**config.mk**
```make
export PLATFORM = sky130hd
export DESIGN_NAME = seq_alu
export DESIGN_NICKNAME = d
export VERILOG_FILES = /design/src/rtl/seq_alu.sv
export SDC_FILE = /design/constraint.sdc
export NUM_CORES = 1
export LEC_CHECK = 0
export CAP_MARGIN = 20
export CORE_MARGIN = 4
export CORE_UTILIZATION = 38
export CTS_BUF_LIST = sky130_fd_sc_hd__clkbuf_4 sky130_fd_sc_hd__clkbuf_8 sky130_fd_sc_hd__clkbuf_16
export CTS_CLUSTER_DIAMETER = 50
export DETAILED_ROUTE_END_ITERATION = 8
export HOLD_SLACK_MARGIN = 0.12
export PLACE_DENSITY = 0.61
export SLEW_MARGIN = 25
export SYNTH_ARGS = -nofsm -noshare
export SYNTH_HDL_FRONTEND = slang
export SYNTH_SLANG_ARGS = --single-unit
export TNS_END_PERCENT = 5
```
**constraint.sdc**
```tcl
create_clock -name CLK -period 9.4 [get_ports CLK]
set_input_delay 1.88 -clock CLK [delete_from_list [all_inputs] [get_ports CLK]]
set_output_delay 1.88 -clock CLK [all_outputs]
set_load 0.02 [all_outputs]
```
**src/rtl/seq_alu.sv**
```systemverilog
// seq_alu: registered WIDTH-bit ALU with iterative multiply/divide behind a START/BUSY/DONE handshake.
// Latency: single-cycle ops DONE one edge after accept; MUL/DIVU (nonzero divisor) DONE WIDTH+1 edges after accept.
// Backpressure: START is ignored while BUSY=1; operands are latched on accept, so later input changes have no effect.
// Ports:
//   CLK, RESET (sync, active-high), START, SELECT[3:0], DATA1/DATA2[WIDTH-1:0]  -- inputs
//   RESULT/RESULT_HI[WIDTH-1:0], ZERO, CARRY, DIV0, ILLEGAL, BUSY, DONE        -- registered outputs
module seq_alu #(
  parameter int WIDTH = 8
) (
  input  logic             CLK,
  input  logic             RESET,
  input  logic             START,
  input  logic [3:0]       SELECT,
  input  logic [WIDTH-1:0] DATA1,
  input  logic [WIDTH-1:0] DATA2,
  output logic [WIDTH-1:0] RESULT,
  output logic [WIDTH-1:0] RESULT_HI,
  output logic             ZERO,
  output logic             CARRY,
  output logic             DIV0,
  output logic             ILLEGAL,
  output logic             BUSY,
  output logic             DONE
);

  localparam int SHAMT_W = $clog2(WIDTH);

  localparam logic [3:0] OP_FWD  = 4'h0;
  localparam logic [3:0] OP_ADD  = 4'h1;
  localparam logic [3:0] OP_AND  = 4'h2;
  localparam logic [3:0] OP_OR   = 4'h3;
  localparam logic [3:0] OP_MUL  = 4'h4;
  localparam logic [3:0] OP_LSH  = 4'h5;
  localparam logic [3:0] OP_ASR  = 4'h6;
  localparam logic [3:0] OP_ROR  = 4'h7;
  localparam logic [3:0] OP_SUB  = 4'h8;
  localparam logic [3:0] OP_XOR  = 4'h9;
  localparam logic [3:0] OP_DIVU = 4'hA;

  typedef enum logic [1:0] {S_IDLE, S_MUL, S_DIV, S_FIN} state_t;

  state_t             state;
  logic [3:0]         op_sel;
  logic [WIDTH-1:0]   op_a;
  logic [WIDTH-1:0]   op_b;
  logic [SHAMT_W-1:0] cnt;
  // Shared iteration registers: MUL keeps {partial high, multiplier/low}, DIV keeps {remainder, quotient}.
  logic [WIDTH-1:0]   acc_hi;
  logic [WIDTH-1:0]   acc_lo;

  logic [SHAMT_W-1:0] shamt;
  logic [WIDTH:0]     add_sum;
  logic [WIDTH:0]     sub_diff;
  logic [WIDTH-1:0]   asr_res;
  logic [WIDTH-1:0]   rot_res;
  logic [WIDTH:0]     mul_sum;
  logic [WIDTH:0]     div_shift;
  logic [WIDTH:0]     div_trial;
  logic               div_ge;

  logic [WIDTH-1:0]   fin_lo;
  logic [WIDTH-1:0]   fin_hi;
  logic               fin_carry;
  logic               fin_div0;
  logic               fin_ill;

  assign shamt    = op_b[SHAMT_W-1:0];
  assign add_sum  = {1'b0, op_a} + {1'b0, op_b};
  assign sub_diff = {1'b0, op_a} - {1'b0, op_b};
  assign asr_res  = $signed(op_a) >>> shamt;

  // One shift-add step: add the multiplicand when the current multiplier LSB is set,
  // then shift the whole {acc_hi, acc_lo} pair right, carry entering at the top.
  assign mul_sum = {1'b0, acc_hi} + (acc_lo[0] ? {1'b0, op_a} : '0);

  // One restoring-division step: bring the next dividend bit into the remainder and
  // subtract the divisor; no borrow means the trial fits and the quotient bit is 1.
  assign div_shift = {acc_hi, acc_lo[WIDTH-1]};
  assign div_trial = div_shift - {1'b0, op_b};
  assign div_ge    = ~div_trial[WIDTH];

  always_comb begin
    rot_res = '0;
    for (int i = 0; i < WIDTH; i++) begin
      rot_res[i] = op_a[(i + int'(shamt)) % WIDTH];
    end
  end

  // Final result selection from the latched operands (or accumulators for MUL/DIV).
  always_comb begin
    fin_lo    = '0;
    fin_hi    = '0;
    fin_carry = 1'b0;
    fin_div0  = 1'b0;
    fin_ill   = 1'b0;
    case (op_sel)
      OP_FWD: fin_lo = op_b;
      OP_ADD: begin
        fin_lo    = add_sum[WIDTH-1:0];
        fin_carry = add_sum[WIDTH];
      end
      OP_AND: fin_lo = op_a & op_b;
      OP_OR:  fin_lo = op_a | op_b;
      OP_MUL: begin
        fin_lo = acc_lo;
        fin_hi = acc_hi;
      end
      OP_LSH: fin_lo = op_b[WIDTH-1] ? (op_a << shamt) : (op_a >> shamt);
      OP_ASR: fin_lo = asr_res;
      OP_ROR: fin_lo = rot_res;
      OP_SUB: begin
        fin_lo    = sub_diff[WIDTH-1:0];
        fin_carry = ~sub_diff[WIDTH];
      end
      OP_XOR: fin_lo = op_a ^ op_b;
      OP_DIVU: begin
        if (op_b == '0) begin
          fin_lo   = '1;
          fin_hi   = op_a;
          fin_div0 = 1'b1;
        end else begin
          fin_lo = acc_lo;
          fin_hi = acc_hi;
        end
      end
      default: fin_ill = 1'b1;
    endcase
  end

  always_ff @(posedge CLK) begin
    if (RESET) begin
      state     <= S_IDLE;
      op_sel    <= '0;
      op_a      <= '0;
      op_b      <= '0;
      cnt       <= '0;
      acc_hi    <= '0;
      acc_lo    <= '0;
      RESULT    <= '0;
      RESULT_HI <= '0;
      ZERO      <= 1'b0;
      CARRY     <= 1'b0;
      DIV0      <= 1'b0;
      ILLEGAL   <= 1'b0;
      BUSY      <= 1'b0;
      DONE      <= 1'b0;
    end else begin
      DONE <= 1'b0;

      case (state)
        S_IDLE: begin
          if (START) begin
            ZERO    <= 1'b0;
            CARRY   <= 1'b0;
            DIV0    <= 1'b0;
            ILLEGAL <= 1'b0;
          end
        end
        S_MUL: begin
          acc_hi <= mul_sum[WIDTH:1];
          acc_lo <= {mul_sum[0], acc_lo[WIDTH-1:1]};
          if (cnt == '0) begin
            state <= S_FIN;
            BUSY  <= 1'b0;
          end else begin
            cnt <= cnt - 1'b1;
          end
        end
        S_DIV: begin
          acc_hi <= div_ge ? div_trial[WIDTH-1:0] : div_shift[WIDTH-1:0];
          acc_lo <= {acc_lo[WIDTH-2:0], div_ge};
          if (cnt == '0) begin
            state <= S_FIN;
            BUSY  <= 1'b0;
          end else begin
            cnt <= cnt - 1'b1;
          end
        end
        S_FIN: begin
          RESULT    <= fin_lo;
          RESULT_HI <= fin_hi;
          ZERO      <= (fin_lo == '0);
          CARRY     <= fin_carry;
          DIV0      <= fin_div0;
          ILLEGAL   <= fin_ill;
          DONE      <= 1'b1;
          state     <= S_IDLE;
        end
        default: state <= S_IDLE;
      endcase

      // Accept in IDLE or FIN; in FIN this overrides the return to IDLE (back-to-back issue).
      if (START && (state == S_IDLE || state == S_FIN)) begin
        op_sel <= SELECT;
        op_a   <= DATA1;
        op_b   <= DATA2;
        cnt    <= {SHAMT_W{1'b1}};
        if (SELECT == OP_MUL) begin
          state  <= S_MUL;
          BUSY   <= 1'b1;
          acc_hi <= '0;
          acc_lo <= DATA2;
        end else if (SELECT == OP_DIVU && DATA2 != '0) begin
          state  <= S_DIV;
          BUSY   <= 1'b1;
          acc_hi <= '0;
          acc_lo <= DATA1;
        end else begin
          state <= S_FIN;
        end
      end
    end
  end

endmodule

```
# --- Word-level counts from Yosys, hierarchy flattened ---
# Index checks and enable logic that the tools add are counted.
op_classes:
  add_sub_neg: 12
  multipliers: 0
  div_mod_pow: 0
  n_lt_le_gt_ge: 8
  eq_ne: 18
  shifts: 3
  muxes: 61
  n_bitwise: 12
  reduce_logical: 24
ops:
  columns: ["cell", "count"]
  rows:
  - ["8-bit two-way mux", 11]
  - ["8-bit case mux with 11 select lines", 1]
  - ["8-bit case mux with 2 select lines", 3]
  - ["4-bit by 5-bit less-than comparator with 1-bit output, second input constant", 7]
  - ["1-bit two-way mux", 26]
  - ["1-bit binary-select mux with 3-bit select", 8]
  - ["3-bit OR reduction", 7]
  - ["4-bit by 3-bit equality test with 1-bit output, second input constant", 5]
  - ["8-bit by 8-bit adder with 9-bit output", 2]
  - ["4-bit equality test, second input constant", 4]
  - ["8-bit logical NOT", 2]
  - ["3-bit adder, first input constant", 4]
  - ["11-bit OR reduction", 1]
  - ["1-bit case mux with 2 select lines", 5]
  - ["3-bit two-way mux", 3]
  - ["8-bit by 8-bit subtractor with 9-bit output", 1]
  - ["9-bit by 8-bit subtractor with 9-bit output", 1]
  - ["8-bit AND", 1]
  - ["4-bit by 2-bit equality test with 1-bit output, second input constant", 2]
  - ["8-bit OR", 1]
  - ["8-bit nonzero test", 1]
  - ["8-bit by 3-bit << shifter with 8-bit output", 1]
  - ["8-bit by 3-bit right shift with 8-bit output", 1]
  - ["8-bit by 3-bit >>> shifter with 8-bit output", 1]
  - ["other kinds (24)", 39]
word_totals:
  register_bits: 63
  latch_bits: 0
  ramBits: 0
  rom_bits: 0
  inputBits: 23
  output_inout_bits: 22
  word_cells: 153
  memories: 0

# --- Depth between registers and ports, before layout ---
depth:
  ltp_word: 9
  ltp_mapped: 12
  mapped_depth_nobuf: 11

# --- Least setup slack after synthesis ---
# OpenSTA, ideal clock, no wires.
synth_timing:
  kind: "flip-flop to flip-flop"
  startpoint: "reg op_b[1]"
  endpoint: "reg acc_hi[4]"
  setup_ns: 0.137
  arrival_time_ns: 3.090
  required_ns: 9.263
  slack_ns: 6.172
  path_stages_with_launch: 11
  n_path_buf: 1
  period_less_slack_ns: 3.228
  path_cell_list: "dfxtp_1 > buf_2 > clkinv_1 > fa_1 > a21oi_1 > o211ai_1 > o41ai_1 > xnor2_1 > mux2_2 > a22oi_1 > a211oi_1"
synth_via:
  elab_chain_len: 6
synth_rtl:
  columns: ["element", "line", "text"]
  rows:
  - ["start, declared", "45", "logic [WIDTH-1:0] op_b;"]
  - ["start signal, assigned", "135", "op_b <= '0;"]
  - ["start signal, assigned", "196", "op_b <= DATA2;"]
  - ["9-bit by 8-bit subtractor with 9-bit output (*)", "79", "assign div_trial = div_shift - {1'b0, op_b};"]
  - ["8-bit two-way mux (*)", "170", "acc_hi <= div_ge ? div_trial[WIDTH-1:0] : div_shift[WIDTH-1:0];"]
  - ["8-bit case mux with 2 select lines (*)", "150", "case (state)"]
  - ["8-bit two-way mux", "203", "end else if (SELECT == OP_DIVU && DATA2 != '0) begin"]
  - ["8-bit two-way mux", "198", "if (SELECT == OP_MUL) begin"]
  - ["8-bit two-way mux (*)", "193", "if (START && (state == S_IDLE || state == S_FIN)) begin"]
  - ["end signal, assigned", "160", "acc_hi <= mul_sum[WIDTH:1];"]
  - ["end signal, assigned", "170", null]
  - ["end, declared", "48", "logic [WIDTH-1:0] acc_hi;"]
# Mark *: on every way between the ends. The rest lies on a longest branch, timed or not.
# A chain may end at the register's enable or synchronous reset.

# --- Final worst setup path ---
layout_timing:
  startpoint: "reg op_b[0]"
  endpoint: "reg acc_hi[5]"
# The elaborated chain is that of the path after synthesis.

==> impl_summary.txt <==
----------------------------------------------------
[Synth]
  Count of flip-flops with a built-in enable after synthesis ... 0
  Share of flip-flops with an asynchronous set or reset ... 0
  Biggest area consumer among synthesized cells ... sky130_fd_sc_hd__dfxtp_1
  Most numerous cell in the Yosys netlist ... sky130_fd_sc_hd__nand2_1
  Unique masters post-synth ... 75
  Synth area leaders ... sky130_fd_sc_hd__dfxtp_1 (21%), sky130_fd_sc_hd__ha_1 (10%), sky130_fd_sc_hd__nand2_1 (5.1%)
  Synthesized area per cell ... 7.86 um2
  Yosys reg bits ... 63
  Most frequent cells after synthesis ... sky130_fd_sc_hd__nand2_1 (83), sky130_fd_sc_hd__nor2_1 (73), sky130_fd_sc_hd__dfxtp_1 (63)
  Sequential-to-total area share from yosys stat ... 0.206
  Synthesized Nets ... 853
  Synthesized instance count ... 777
  Cell area after synthesis ... 6110 um2
  Number of warning messages in the yosys log ... 0
  Most used flip-flop cell after synthesis ... sky130_fd_sc_hd__dfxtp_1
  Share of Yosys cell area claimed by the top area cell type ... 0.206

[Drt]
  Wire per inst ... 19.0 um
  DR iter-0 viols ... 581
  Antenna Violating Nets Remaining ... 0
  Drt pass-1 iters ... 5
  DR vias ... 5916
  Total Routed Length ... 19.0 mm
  DRC violation count after routing ... 0
  Vias per cell ... 5.90

[Clock network]
  Number of buffers created by CTS ... 9
  Number of hold buffers added after CTS ... 0
  Clock transition at the registers of the reported paths ... 0.06 ns
  Clock insertion delay at the later pin of the skew report ... 0.34 ns
  Setup repair bufs after CTS ... 0
  CTS tree ... yes
  Post-cts gate resize count ... 0
  Max Buffers Root-to-Sink ... 2
  Number of H-tree levels ... 3
  Library cell used as clock root buffer ... sky130_fd_sc_hd__clkbuf_16
  TritonCTS Sinks ... 63

[Setup path]
  Category of the worst setup path launch point ... flip-flop
  Crit path capture type ... flip-flop
  Worst Setup Path Type ... reg -> reg
  Arr. time, crit path ... 4.05 ns
  Worst Path Max Fanout ... 19
  Required time of the worst setup path ... 9.60 ns

[Power]
  Peak supply drop ... 0.206 mV
  Pwr Total ... 2.08 mW
  Power density normalized to cell area ... 298 nW/um2
  Leakage ... 2.60 nW

[Cells and area]
  Total area of multi-input combinational cells ... 4460 um2
  Sequential cell area ... 1260 um2
  Ant diodes ... 0
  Ratio of cells with drive above 1 in the final layout ... 0.0763
  Area growth, synth to finish ... 14.3%
  Number of fill cells ... 1602
  Post-layout net count ... 857

[Floorplanning]
  Core region area ... 15800 um2
  Overall die area ... 18200 um2
  Die span in y ... 135 um
  Io pins ... 45
  Starting utilization of the core area ... 0.386
  Horizontal die dimension ... 135 um
  Row cnt ... 46

[Worst hold path]
  Path type of the worst min-delay path ... reg -> reg

[Timing]
  Number of setup violations in the final report ... 0
  F_max ... 0.259 GHz
  Worst clock skew ... 0.00883 ns
  Fin Setup TNS ... 0 ns
  Period Utilization, post-route ... 0.410
  Normalized max-slew margin ... 0.287
  Final Max Tran Viols ... 0
  Minimum clock period ... 3.85 ns
  Slew at the pin with the worst max-slew slack ... 1.05 ns
  Final Hold Viols ... 0
  Unrepaired setup endpoints after global routing ... no
  Final critical-path setup slack ... 5.55 ns

[Global routing]
  Via count of the first global-routing pass ... 5423
  Global-route total usage across every layer ... 0.212
  Remaining Overflow, GRT ... 0
  Global-route wire length before repair ... 30.5 mm
  Pin count of the biggest net entering global routing ... 51
  Initial antenna violation count ... 0

[Place]
  Setup Slack @ Placement ... 5.21 ns
  Placed wire-length estimate ... 13.8 mm
  Number of buffers inserted by port buffering ... 44
  Final Wtd Congestion ... 0.937

[Flow run]
  Max-cap violations ... 0

[Run status]
  Outcome ... completed

----------------------------------------------------
[critical path, stage by stage, from the launching register on]
cell,delay [ns]
sky130_fd_sc_hd__dfxtp_1,0.68
sky130_fd_sc_hd__buf_4,0.40
sky130_fd_sc_hd__ha_1,0.22
sky130_fd_sc_hd__inv_1,0.05
sky130_fd_sc_hd__fa_1,0.40
sky130_fd_sc_hd__a21oi_1,0.20
sky130_fd_sc_hd__o211ai_1,0.14
sky130_fd_sc_hd__o41ai_1,0.49
sky130_fd_sc_hd__xnor2_1,0.42
sky130_fd_sc_hd__mux2_2,0.41
sky130_fd_sc_hd__a22oi_1,0.19
sky130_fd_sc_hd__a211oi_1,0.09
[metal layers]
layer  vias to the layer above  track usage  routed length [um]  part of all wire
li1                       2891            -                   -                 -
met1                      2778        0.314                9110              0.48
met2                       217        0.307                8100              0.43
met3                        30       0.0410                1260             0.066
met4                         0       0.0724                 568             0.030
met5                         -            0                   0                 0
[stage by stage]
step                      area (um2)  instances  hold WS, ns   util
after floorplan                 6110        777        0.411      -
after global placement          6640        986        0.425  0.419
after detailed placement        6650        986        0.427  0.420
after CTS                       6980       1002        0.442  0.441
after global routing            6980       1002        0.485  0.441
final                           6980       1002        0.445  0.441
[path summary, 6_finish.rpt]
check | cells after the start | slack [ns] | startpoint | end
worst max-delay path | 11 | 5.55 | op_b[0] | acc_hi[5]
worst max register to register | 11 | 5.55 | op_b[0] | acc_hi[5]
worst min-delay path | 1 | 0.44 | cnt[0] | cnt[0]
worst min register to register | 1 | 0.44 | cnt[0] | cnt[0]
[cell families (layout without fill, tap and decap cells)]
| group | Yosys count | count (layout) | share of synthesized area |
|---|---|---|---|
| simple gates | 298 | 298 | 0.249 |
| xor+xnor | 17 | 17 | 0.0244 |
| buf+inv | 98 | 107 | 0.0655 |
| fa+ha+maj | 53 | 53 | 0.113 |
| compound gates | 206 | 206 | 0.236 |
| mux | 42 | 42 | 0.105 |
| flops | 63 | 63 | 0.206 |
[report_power, final]
| group | leakage [nW] | internal [mW] | total (mW) | switching, mW |
|---|---|---|---|---|
| clock network | 0.155 | 0.241 | 0.376 | 0.136 |
| registers | 0.517 | 0.344 | 0.463 | 0.120 |
| logic | 1.93 | 0.514 | 1.24 | 0.728 |
| total | 2.60 | 1.10 | 2.08 | 0.983 |
[placed cells by master, fill, tap and decap left out, types with 6 or more instances in the layout]
| master | n |
|---|---|
| sky130_fd_sc_hd__o21ai_0 | 32 |
| sky130_fd_sc_hd__a211oi_1 | 13 |
| sky130_fd_sc_hd__a2111oi_0 | 10 |
| sky130_fd_sc_hd__mux2_2 | 7 |
| sky130_fd_sc_hd__and2_1 | 13 |
| sky130_fd_sc_hd__nand2_1 | 83 |
| sky130_fd_sc_hd__nor4_1 | 7 |
| sky130_fd_sc_hd__o211ai_1 | 6 |
| sky130_fd_sc_hd__buf_4 | 13 |
| sky130_fd_sc_hd__a311oi_1 | 6 |
| sky130_fd_sc_hd__xor2_1 | 6 |
| sky130_fd_sc_hd__nand4_1 | 6 |
| sky130_fd_sc_hd__o21bai_1 | 7 |
| sky130_fd_sc_hd__ha_1 | 48 |
| sky130_fd_sc_hd__xnor2_1 | 11 |
| sky130_fd_sc_hd__inv_1 | 33 |
| sky130_fd_sc_hd__nand2b_1 | 12 |
| sky130_fd_sc_hd__dfxtp_1 | 62 |
| sky130_fd_sc_hd__nor3b_1 | 7 |
| sky130_fd_sc_hd__a21oi_1 | 47 |
| sky130_fd_sc_hd__a22oi_1 | 13 |
| sky130_fd_sc_hd__a221oi_1 | 12 |
| sky130_fd_sc_hd__and3_1 | 6 |
| sky130_fd_sc_hd__mux2i_1 | 19 |
| sky130_fd_sc_hd__mux4_2 | 12 |
| sky130_fd_sc_hd__clkbuf_16 | 9 |
| sky130_fd_sc_hd__nor3_1 | 25 |
| sky130_fd_sc_hd__nand3_1 | 16 |
| sky130_fd_sc_hd__clkdlybuf4s50_1 | 43 |
| sky130_fd_sc_hd__nor2b_1 | 13 |
| sky130_fd_sc_hd__nor2_1 | 73 |
[cell type report]
cell class                 instances  share of cell area
multi-input combinational        616               0.638
tap                              216              0.0387
clock buffer                      10              0.0342
sequential                        63               0.181
timing repair buffer              57              0.0763
clock inverter                     6              0.0133
inverter                          34              0.0183
[state kept, by name, indices dropped and copies added (netlist names), 2 cells and up]
register / count
RESULT: 8
RESULT_HI: 8
acc_hi: 8
acc_lo: 8
cnt: 3
op_a: 8
op_b: 8
op_sel: 4
state: 2
Note: power is estimated with default switching activity, not from simulation.
